## src/rtl/regfile_wb_arbiter_if.sv

```systemverilog
// Writeback bundle between the ALU/load sources, the arbiter and the register file.
// Carries both request channels, the stall, the register file write port and status.
interface regfile_wb_arbiter_if #(
  parameter int DATA_W = 8,
  parameter int ADDR_W = 3
);
  logic              stall;
  logic              alu_valid;
  logic              alu_ready;
  logic [ADDR_W-1:0] alu_addr;
  logic [DATA_W-1:0] alu_data;
  logic              ld_valid;
  logic              ld_ready;
  logic [ADDR_W-1:0] ld_addr;
  logic [DATA_W-1:0] ld_data;
  logic              rf_write_en;
  logic              rf_enable;
  logic [ADDR_W-1:0] rf_addr_wr;
  logic [DATA_W-1:0] rf_data_wr;
  logic [7:0]        pending;
  logic [7:0]        wb_count;

  modport master (
    output stall,
    output alu_valid, alu_addr, alu_data,
    output ld_valid, ld_addr, ld_data,
    input  alu_ready, ld_ready,
    input  rf_write_en, rf_enable,
    input  rf_addr_wr, rf_data_wr,
    input  pending, wb_count
  );

  modport slave (
    input  stall,
    input  alu_valid, alu_addr, alu_data,
    input  ld_valid, ld_addr, ld_data,
    output alu_ready, ld_ready,
    output rf_write_en, rf_enable,
    output rf_addr_wr, rf_data_wr,
    output pending, wb_count
  );
endinterface

```

## src/rtl/regfile_wb_arbiter.sv

```systemverilog
// Two-source writeback arbiter feeding the register file write port via a 1-entry stage.
// Define WB_RR_EN for round-robin priority; otherwise the ALU wins every conflict.
module regfile_wb_arbiter #(
  parameter int DATA_W = 8,
  parameter int ADDR_W = 3
) (
  input logic             clk,
  input logic             rst,
  regfile_wb_arbiter_if.slave bus
);

  logic              stage_valid;
  logic [ADDR_W-1:0] stage_addr;
  logic [DATA_W-1:0] stage_data;
  logic [7:0]        cnt;

  logic              space;
  logic              grant_alu;
  logic              grant_ld;
  logic              accept;
  logic [ADDR_W-1:0] win_addr;
  logic [DATA_W-1:0] win_data;

  // Reset blocks grants so nothing is accepted on the reset edge
  assign space = !rst && (!stage_valid || !bus.stall);

`ifdef WB_RR_EN
  logic last_ld;

  assign grant_alu = space && bus.alu_valid &&
                     (!bus.ld_valid || last_ld);
  assign grant_ld  = space && bus.ld_valid &&
                     !(bus.alu_valid && last_ld);

  always_ff @(posedge clk) begin
    if (rst)
      last_ld <= 1'b1;
    else if (accept)
      last_ld <= grant_ld;
  end
`else
  assign grant_alu = space && bus.alu_valid;
  assign grant_ld  = space && bus.ld_valid && !bus.alu_valid;
`endif

  assign accept   = grant_alu || grant_ld;
  assign win_addr = grant_ld ? bus.ld_addr : bus.alu_addr;
  assign win_data = grant_ld ? bus.ld_data : bus.alu_data;

  always_ff @(posedge clk) begin
    if (rst) begin
      stage_valid <= 1'b0;
      stage_addr  <= '0;
      stage_data  <= '0;
    end else if (accept) begin
      stage_valid <= (win_addr != '0);
      stage_addr  <= win_addr;
      stage_data  <= win_data;
    end else if (!bus.stall) begin
      stage_valid <= 1'b0;
    end
  end

  always_ff @(posedge clk) begin
    if (rst)
      cnt <= '0;
    else if (stage_valid && !bus.stall && cnt != 8'hFF)
      cnt <= cnt + 8'd1;
  end

  // Outputs are masked during reset so the reset edge never writes the file
  assign bus.alu_ready   = grant_alu;
  assign bus.ld_ready    = grant_ld;
  assign bus.rf_write_en = stage_valid && !rst;
  assign bus.rf_enable   = !bus.stall;
  assign bus.rf_addr_wr  = rst ? '0 : stage_addr;
  assign bus.rf_data_wr  = rst ? '0 : stage_data;
  assign bus.pending     = (stage_valid && !rst) ?
                           (8'd1 << stage_addr) : 8'd0;
  assign bus.wb_count    = rst ? 8'd0 : cnt;

endmodule

```

## src/flat_wrapper.sv

```systemverilog
// flat-port wrapper written by rule: the top's interface ports become plain ports
module regfile_wb_arbiter_flat 
#(
  parameter int DATA_W = 8,
  parameter int ADDR_W = 3
)
  (clk, rst, bus_stall, bus_alu_valid, bus_alu_addr, bus_alu_data, bus_ld_valid, bus_ld_addr, bus_ld_data, bus_alu_ready, bus_ld_ready, bus_rf_write_en, bus_rf_enable, bus_rf_addr_wr, bus_rf_data_wr, bus_pending, bus_wb_count);
  regfile_wb_arbiter_if #(.DATA_W(DATA_W), .ADDR_W(ADDR_W)) bus_i ();
  input logic clk;
  input logic rst;
  input wire logic [$bits(bus_i.stall)-1:0] bus_stall;
  input wire logic [$bits(bus_i.alu_valid)-1:0] bus_alu_valid;
  input wire logic [$bits(bus_i.alu_addr)-1:0] bus_alu_addr;
  input wire logic [$bits(bus_i.alu_data)-1:0] bus_alu_data;
  input wire logic [$bits(bus_i.ld_valid)-1:0] bus_ld_valid;
  input wire logic [$bits(bus_i.ld_addr)-1:0] bus_ld_addr;
  input wire logic [$bits(bus_i.ld_data)-1:0] bus_ld_data;
  output wire logic [$bits(bus_i.alu_ready)-1:0] bus_alu_ready;
  output wire logic [$bits(bus_i.ld_ready)-1:0] bus_ld_ready;
  output wire logic [$bits(bus_i.rf_write_en)-1:0] bus_rf_write_en;
  output wire logic [$bits(bus_i.rf_enable)-1:0] bus_rf_enable;
  output wire logic [$bits(bus_i.rf_addr_wr)-1:0] bus_rf_addr_wr;
  output wire logic [$bits(bus_i.rf_data_wr)-1:0] bus_rf_data_wr;
  output wire logic [$bits(bus_i.pending)-1:0] bus_pending;
  output wire logic [$bits(bus_i.wb_count)-1:0] bus_wb_count;
  assign bus_i.stall = bus_stall;
  assign bus_i.alu_valid = bus_alu_valid;
  assign bus_i.alu_addr = bus_alu_addr;
  assign bus_i.alu_data = bus_alu_data;
  assign bus_i.ld_valid = bus_ld_valid;
  assign bus_i.ld_addr = bus_ld_addr;
  assign bus_i.ld_data = bus_ld_data;
  assign bus_alu_ready = bus_i.alu_ready;
  assign bus_ld_ready = bus_i.ld_ready;
  assign bus_rf_write_en = bus_i.rf_write_en;
  assign bus_rf_enable = bus_i.rf_enable;
  assign bus_rf_addr_wr = bus_i.rf_addr_wr;
  assign bus_rf_data_wr = bus_i.rf_data_wr;
  assign bus_pending = bus_i.pending;
  assign bus_wb_count = bus_i.wb_count;
  regfile_wb_arbiter #(.DATA_W(DATA_W), .ADDR_W(ADDR_W)) u_core (.clk(clk), .rst(rst), .bus(bus_i));
endmodule
```

## config.mk

```make
export PLATFORM = sky130hd
export DESIGN_NAME = regfile_wb_arbiter_flat
export DESIGN_NICKNAME = d
export VERILOG_FILES = /design/src/rtl/regfile_wb_arbiter_if.sv /design/src/rtl/regfile_wb_arbiter.sv /design/src/flat_wrapper.sv
export SDC_FILE = /design/constraint.sdc
export NUM_CORES = 1
export LEC_CHECK = 0
export ABC_AREA = 1
export CORE_MARGIN = 2
export CORE_UTILIZATION = 35
export DETAILED_ROUTE_END_ITERATION = 10
export PLACE_DENSITY = 0.84
export SYNTH_ARGS = -nofsm -noshare
export SYNTH_HDL_FRONTEND = slang
export SYNTH_SLANG_ARGS = --single-unit
```

## constraint.sdc

```tcl
create_clock -name clk -period 1.45 [get_ports clk]
set_clock_uncertainty 0.2 [all_clocks]
set_input_delay 0.435 -clock clk [delete_from_list [all_inputs] [get_ports clk]]
set_output_delay 0.435 -clock clk [all_outputs]
set_load 0.02 [all_outputs]
```

# Yosys cells after proc, flatten, opt, wreduce, memory -nomap -nowiden
# Cells that the tools add are included.
[word_totals] output_inout_bits=31 regBits=20
[classes] shift=1 n_eq_ne=2 addsub=1 n_reduce_logical=14 muxes=8
[op_table] operator="$mux 8" n=4
[op_table] operator="$add 8x1->8 const B" n=1
[op_table] operator="$ne 8x8->1 const B" n=1
[op_table] operator="$shl 1x3->8 const A" n=1
[op_table] operator="$logic_and 1x1->1" n=7
[op_table] operator="$mux 3" n=2
[op_table] operator="$logic_not 1->1" n=4
[op_table] operator="$reduce_bool 3->1" n=1
[op_table] operator="$logic_or 1x1->1" n=2
[op_table] operator="$mux 1" n=2
[op_table] operator="$ne 2x1->1 const B" n=1

# Depth between registers and ports, before layout
# Gate-level depths: netlist of run 1.
[logic_depth] depth_word=8 mapped_depth=9 depth_no_buf=8

# Worst setup path after synthesis of run 1
# Ideal clock, no wire load.
[synth_path] path_type="input -> output" from="in rst" to="out bus_pending[4]" required_ps=815 path_buffers=0 path_slack_ps=-467 t_arrival_ps=1282 path_stages=3 cell_sequence="nor2_1 > nand2_1 > nor2_1"
[synth_via] elab_chain_len=3
[synth_rtl] item="start, declared" line_no="flat_wrapper.sv:10" source="input logic rst;"
[synth_rtl] item="$logic_not 1->1" line_no="regfile_wb_arbiter.sv:78" source="assign bus.pending = (stage_valid && !rst) ?"
[synth_rtl] item="$logic_and 1x1->1" line_no="regfile_wb_arbiter.sv:78"
[synth_rtl] item="$mux 8" line_no="regfile_wb_arbiter.sv:78"
[synth_rtl] item="end, declared" line_no="flat_wrapper.sv:24" source="output wire logic [$bits(bus_i.pending)-1:0] bus_pending;"
# No other way between the ends.

# Final worst setup path of run 1
[layout_path] from="reg u_core.stage_valid" to="out bus_pending[0]"
[layout_via] elab_chain_len=2
[layout_rtl] item="start, declared" line_no="regfile_wb_arbiter.sv:12" source="logic stage_valid;"
[layout_rtl] item="start signal, assigned" line_no="regfile_wb_arbiter.sv:56" source="stage_valid <= (win_addr != '0);"
[layout_rtl] item="$logic_and 1x1->1" line_no="regfile_wb_arbiter.sv:78"
[layout_rtl] item="$mux 8" line_no="regfile_wb_arbiter.sv:78"
# No other way between the ends.

==> summary.md, run 1 <==
| Metric | Value |
|---|---|
| Syn avg cell area | `5.85 um2` |
| TritonRoute pass-1 iters | `4` |
| Post-Syn Area | `1190 um2` |
| First-pass GRT wire length | `7.42 mm` |
| Critical Path AT | `1.22 ns` |
| Ports | `58` |
| Syn nets | `232` |
| Worst reg2reg path startpoint | `u_core.stage_valid$_SDFFE_PP0P_` |
| Final Total Pwr | `1.90 mW` |
| Initial antenna violation count | `0` |
| Post-synth top cells | `nand2_1 (51), nor2_1 (50), inv_1 (32), dfxtp_1 (20), o21ai_0 (12)` |
| Post-synth top flop | `dfxtp_1` |
| Startpoint types | `flop` |
| EDFF count, synth | `0` |
| Share of cells above drive strength 1 | `66.3%` |
| Worst slew margin | `85.2%` |
| R2R Path End | `u_core.stage_data[5]$_SDFFE_PP0P_` |
| Crit Path Category | `flop to primary output` |
| HPWL after detailed placement | `2.95 mm` |
| GR Util All Layers | `23.8%` |
| Area added between synthesis and finish | `140%` |
| Initial Util | `36.0%` |
| Die area | `3890 um2` |
| Hold_ws | `0.345 ns` |
| Routed Antenna Nets | `0` |
| Max IR drop VDD | `0.468 mV` |
| H-Tree Level Count | `1` |
| Vias in the first global route | `1764` |
| R2R Setup Slk | `-0.17 ns` |
| PwrDens | `665 nW/um2` |
| Hold Fails Final Rpt | `0` |
| Req. time, crit path | `0.82 ns` |
| Root buffer cell | `clkbuf_4` |
| Worst Max-Slew Pin Slew | `0.222 ns` |
| Diode count | `0` |
| Vias | `1753` |
| Worst skew pair latency | `0.31 ns` |
| Async SR Flop Fraction | `0%` |
| Hold Startpoint | `rst` |
| Failing checks | `negative setup slack` |
| Yosys Warn Count | `0` |
| Die height | `62.4 um` |
| Area contributors post-synth | `dfxtp_1 (34%), nand2_1 (16%), nor2_1 (16%)` |
| CP endpoint kind | `primary output` |
| Flops & latches, synth | `20` |
| # DRC | `0` |
| WL/cell | `14.9 um` |
| Worst Hold End | `u_core.stage_data[2]$_SDFFE_PP0P_` |
| Finished Cell Area | `2860 um2` |
| Outcome | `complete, but fails checks` |
| Number of core rows | `21` |
| GP Congestion | `0.854` |
| Clock tree buffer depth | `2` |
| CTS hold repair buffers | `0` |
| Minimum clock period | `1.86 ns` |
| PortBufs | `57` |
| Tightest Hold Check Type | `input pin to flop` |
| Layout Nets | `344` |
| Worst r2r path cells | `8` |
| Yosys top cell area share | `33.6%` |
| Final worst setup slack | `-0.407 ns` |
| GR Overflow Total | `0` |
| # clock sinks | `20` |
| 1st-iter DRT viols | `78` |
| Placed insts | `341` |
| Sequential area share after synthesis | `33.6%` |
| Synth unique cells | `20` |
| Final WL | `5.38 mm` |
| Die width | `62.4 um` |
| Largest area contributor in the netlist | `dfxtp_1` |
| Fin cells | `361` |
| Num CTS Buffers | `3` |
| RSZ-0062 raised after global routing | `yes` |
| Final setup viols | `49` |
| Via density | `4.86` |
| Max Clk Rate | `0.538 GHz` |
| Final Max Slew Viols | `0` |
| Tcrit/Tclk final | `128%` |
| CTS tree | `done` |
| Largest net degree at the start of global routing | `14` |
| Worst-path maximum fanout | `4` |
| Max-cap violations | `0` |
| Core box area | `3310 um2` |
| Setup total negative slack | `-8.71 ns` |
| Post-Syn Instances | `204` |
| Clock-pin slew on the worst setup and hold paths | `0.13 ns` |
| Top-count cell post-synth | `nand2_1` |
| Leak pwr | `1.25 nW` |
| Hold path cells | `5` |
| Placed Instance Area | `2280 um2` |
==> placed cells by master (no fill, tap or decap), types with 2 or more instances in the layout <==
master           count
nand3b_1             2
nand3_2              5
inv_1                9
nand2_1             39
inv_6                2
nand2_4              7
nor2_2               4
clkdlybuf4s50_1     22
dfxtp_2             18
o21ai_1             10
nor2_4              33
clkbuf_4             3
nand2_2              5
buf_6               42
nand3_1              2
buf_8                2
o21ai_0              4
o21ai_2              7
buf_4               41
xor2_1               2
a21oi_2              3
nor2_1              15
inv_2               19
dfxtp_4              2
inv_4                5
buf_12               3
==> through the flow <==
stage	setup WS, ns	utilization, %
after global placement	-1.11	69.0
after detailed placement	-1.12	69.0
after global routing	-0.464	86.5
final	-0.407	86.5
after floorplan	-0.0983	-
after CTS	-0.364	79.8
==> layout make-up <==
| type | count | area, um2 |
|---|---|---|
| clock buffers | 3 | 22.5 |
| clock inverters | 1 | 30.0 |
| fillers | 182 | 448 |
| inverters | 35 | 154 |
| multi-input cells | 144 | 1060 |
| flip-flops and latches | 20 | 430 |
| well taps | 46 | 57.6 |
| repair buffers | 112 | 1110 |
==> power by group <==
group          internal (mW)  switching, mW
sequential             0.606         0.0356
clock                  0.279          0.200
combinational          0.377          0.408
==> flip-flops by register name (all words and copies together), names as in the netlist <==
signal and count:
u_core.cnt 8, u_core.stage_addr 3, u_core.stage_data 8, u_core.stage_valid 1
==> worst max-delay path by stage <==
| stage | startpoint | endpoint | slack [ns] | cells after the start |
|---|---|---|---|---|
| 4_1_cts | u_core.stage_valid$_SDFFE_PP0P_ | bus_pending[2] | -0.36 | 5 |
| 6_report | u_core.stage_valid$_SDFFE_PP0P_ | bus_pending[0] | -0.41 | 5 |
| 3_3_place_gp | bus_ld_valid | bus_ld_ready | -1.11 | 6 |
| 2_1_floorplan | rst | bus_pending[0] | -0.1 | 3 |
| 5_1_grt | u_core.stage_valid$_SDFFE_PP0P_ | bus_pending[0] | -0.46 | 5 |
| 3_5_place_dp | bus_ld_valid | bus_ld_ready | -1.12 | 6 |
==> worst max-delay path, cell delays in order, from the launching register on <==
cell	delay, ns
dfxtp_4	0.40
inv_4	0.04
nor2_4	0.11
nand2_4	0.11
nor2_4	0.13
buf_6	0.12
==> cell families after synthesis <==
| family | synth area share (%) |
|---|---|
| compound gates | 10.8 |
| buf+inv | 13.3 |
| flops | 33.6 |
| xor+xnor | 1.47 |
| simple gates | 39.8 |
| fa+ha+maj | 1.05 |
==> repair_timing <==
item,in CTS,in global routing
pin swaps,24,37
resized for setup,277,54
endpoints found under the setup margin,51,50
endpoints found under the hold margin,0,0
buffers inserted,7,9
cloned,1,0
==> metal layers <==
layer | wire (um) | track usage [%] | up-vias
met2 | 3080 | 48.2 | 69
met4 | 199 | 10.8 | 0
met3 | 287 | 5.23 | 21
li1 | - | - | 846
met5 | 0 | 0 | -
met1 | 1820 | 22.3 | 817
Power figures use the tool's default switching activity.
==> run 2: changes to the inputs <==
--- a/config.mk
+++ b/config.mk
@@ -8,6 +8,7 @@
 export ABC_AREA = 1
 export CORE_MARGIN = 2
 export CORE_UTILIZATION = 35
+export CTS_BUF_LIST = sky130_fd_sc_hd__clkbuf_2 sky130_fd_sc_hd__clkbuf_4 sky130_fd_sc_hd__clkbuf_8
 export DETAILED_ROUTE_END_ITERATION = 10
 export PLACE_DENSITY = 0.84
 export SYNTH_ARGS = -nofsm -noshare
==> results of run 2 <==
No change in the layout: final DEF, timing and power equal those of run 1.
==> run 3: changes to the inputs <==
--- a/config.mk
+++ b/config.mk
@@ -6,11 +6,13 @@
 export NUM_CORES = 1
 export LEC_CHECK = 0
 export ABC_AREA = 1
+export ABC_CLOCK_PERIOD_IN_PS = 1450
 export CORE_MARGIN = 2
 export CORE_UTILIZATION = 35
 export CTS_BUF_LIST = sky130_fd_sc_hd__clkbuf_2 sky130_fd_sc_hd__clkbuf_4 sky130_fd_sc_hd__clkbuf_8
 export DETAILED_ROUTE_END_ITERATION = 10
 export PLACE_DENSITY = 0.84
+export SETUP_SLACK_MARGIN = 0.3
 export SYNTH_ARGS = -nofsm -noshare
 export SYNTH_HDL_FRONTEND = slang
 export SYNTH_SLANG_ARGS = --single-unit
==> run 3 against run 2 <==
The run still ends with negative setup slack left. Non-clock buffer count rose by 2. Global-route usage increased by 2.2 points. Final area is 3.3% higher. Sequential power about the same. Utilization grew 2.9 points. Worst hold slack worse by 0.016 ns. Sequential share of layout area down 0.53 points. Die area stayed put. Register-to-register slack got worse by 0.12 ns. Combinational power grew 10%.
==> summary.md, run 3 (synthesis gave the netlist of run 1 again) <==
| Metric | Value |
|---|---|
| Worst Max-Slew Pin Slew | `0.327 ns` |
| Diode count | `0` |
| Switching Power | `695 uW` |
| Area added between synthesis and finish | `148%` |
| # DRC | `0` |
| Sequential power share | `32.2%` |
| GR Overflow Total | `0` |
| Core box area | `3310 um2` |
| Logic pwr share | `43.4%` |
| Start point of the critical path | `u_core.stage_addr[2]$_SDFFE_PP0P_` |
| Hold_ws | `0.329 ns` |
| CTS tree | `done` |
| Via density | `5.09` |
| Max Clk Rate | `0.531 GHz` |
| First-pass GRT wire length | `8.11 mm` |
| Vias in the first global route | `1849` |
| Ports | `58` |
| Worst r2r path cells | `11` |
| Hold path cells | `4` |
| Worst-path maximum fanout | `4` |
| CTS hold repair buffers | `0` |
| Largest net degree at the start of global routing | `14` |
| Commonest cells after routing, fill and taps aside | `buf_6 (46), buf_4 (39), nor2_4 (34), nand2_1 (34), clkdlybuf4s50_1 (22)` |
| Initial Util | `36.0%` |
| Max IR drop VDD | `1.02 mV` |
| Startpoint types | `flop` |
| Num CTS Buffers | `3` |
| Max-cap violations | `0` |
| Failing checks | `negative setup slack` |
| FILL cells | `155` |
| Internal | `1.29 mW` |
| H-Tree Level Count | `1` |
| Most common cell after layout, fill and taps aside | `buf_6` |
| Tcrit/Tclk final | `130%` |
| Setup WS pre-CTS | `-1.18 ns` |
| Largest registers | `u_core.cnt: 8 flops, u_core.stage_data: 8 flops, u_core.stage_addr: 3 flops` |
| Tightest Hold Check Type | `input pin to flop` |
| Clock Power Share | `24.4%` |
| Hold Fails Final Rpt | `0` |
| Die height | `62.4 um` |
| CP endpoint kind | `primary output` |
| Layout Nets | `346` |
| GR Util All Layers | `26.0%` |
| Worst slew margin | `78.1%` |
| Clock-pin slew on the worst setup and hold paths | `0.12 ns` |
| Hold Startpoint | `rst` |
| # clock sinks | `20` |
| Sw Ratio | `34.9%` |
| Initial antenna violation count | `0` |
| Worst reg2reg path startpoint | `u_core.stage_valid$_SDFFE_PP0P_` |
| Share of cells above drive strength 1 | `67.5%` |
| Crit Path Category | `flop to primary output` |
| Clock tree buffer depth | `2` |
| TritonRoute pass-1 iters | `5` |
| Final WL | `6.23 mm` |
| WL/cell | `17.2 um` |
| Leak pwr | `1.29 nW` |
| Outcome | `complete, but fails checks` |
| Root buffer cell | `clkbuf_4` |
| Final Max Slew Viols | `0` |
| Critical Path AT | `1.25 ns` |
| Final worst setup slack | `-0.433 ns` |
| Req. time, crit path | `0.82 ns` |
| PortBufs | `57` |
| Die width | `62.4 um` |
| Die area | `3890 um2` |
| Number of core rows | `21` |
| RSZ-0062 raised after global routing | `yes` |
| Final setup viols | `50` |
| 1st-iter DRT viols | `87` |
| Minimum clock period | `1.88 ns` |
| PwrDens | `673 nW/um2` |
| GP Congestion | `0.818` |
| Worst skew pair latency | `0.33 ns` |
| HPWL after detailed placement | `3.00 mm` |
| Routed Antenna Nets | `0` |
| Vias | `1849` |
## run 3: changes by cell type in the layout (fill, tap and decap cells not counted), moves of 3 or more
cell,before,now
o21ai_0,4,0
nand2_2,5,9
nand3_4,1,4
nand2_1,39,34
inv_4,5,2
nand3_2,5,2
buf_6,42,46
## run 3: cell type report
| cell class | count | area (um2) | share of cell area, % |
|---|---|---|---|
| inverters | 35 | 168 | 5.67 |
| repair buffers | 114 | 1140 | 38.5 |
| clock buffers | 3 | 22.5 | 0.761 |
| multi-input cells | 144 | 1110 | 37.6 |
| clock inverters | 1 | 30.0 | 1.02 |
| well taps | 46 | 57.6 | 1.95 |
| flip-flops and latches | 20 | 429 | 14.5 |
## run 3: worst paths after layout
path                                                          end  slack, ns
worst min-delay path                   u_core.cnt[7]$_SDFFE_PP0P_       0.33
worst max-delay path                               bus_pending[7]      -0.43
worst min register to register  u_core.stage_data[4]$_SDFFE_PP0P_       0.37
worst max register to register    u_core.stage_valid$_SDFFE_PP0P_      -0.29
## run 3: layer usage
metal / routed length, um / track usage [%] / vias up
li1: - / - / 849
met2: 3360 / 53.0 / 93
met3: 301 / 4.68 / 33
met1: 2250 / 26.2 / 874
met4: 316 / 8.06 / 0
met5: 0 / 0 / -
## run 3: through the flow
stage / cells / instance area, um2 / util, % / total power, mW / TNS [ns]
floorplan: 204 / 1520 / - / 0.968 / -1.03
global placement: 340 / 2360 / 71.3 / 1.21 / -33.00
detailed placement: 340 / 2360 / 71.3 / 1.23 / -33.63
CTS: 354 / 2710 / 81.8 / 1.81 / -7.41
global route: 363 / 2960 / 89.3 / 2.06 / -13.30
finish: 363 / 2960 / 89.3 / 1.99 / -11.68
## run 3: critical path, stage by stage, from the launching register on
cell and delay (ns):
dfxtp_2 0.36, inv_2 0.06, nor2_4 0.14, nand2_4 0.13, nor2_4 0.11, buf_6 0.12
## run 3: what timing repair did
action                     CTS  global route
resized for setup          278            48
setup buffers               10             9
pin swaps                   34            29
setup endpoints to repair   51            51
## run 3: power groups by stage
stage | registers [mW] | logic, mW | clock network (mW)
after global placement | 0.626 | 0.587 | 0
after CTS | 0.629 | 0.704 | 0.475
after global routing | 0.643 | 0.904 | 0.514
after floorplan | 0.632 | 0.336 | 0
after detailed placement | 0.628 | 0.600 | 0
final | 0.640 | 0.864 | 0.485
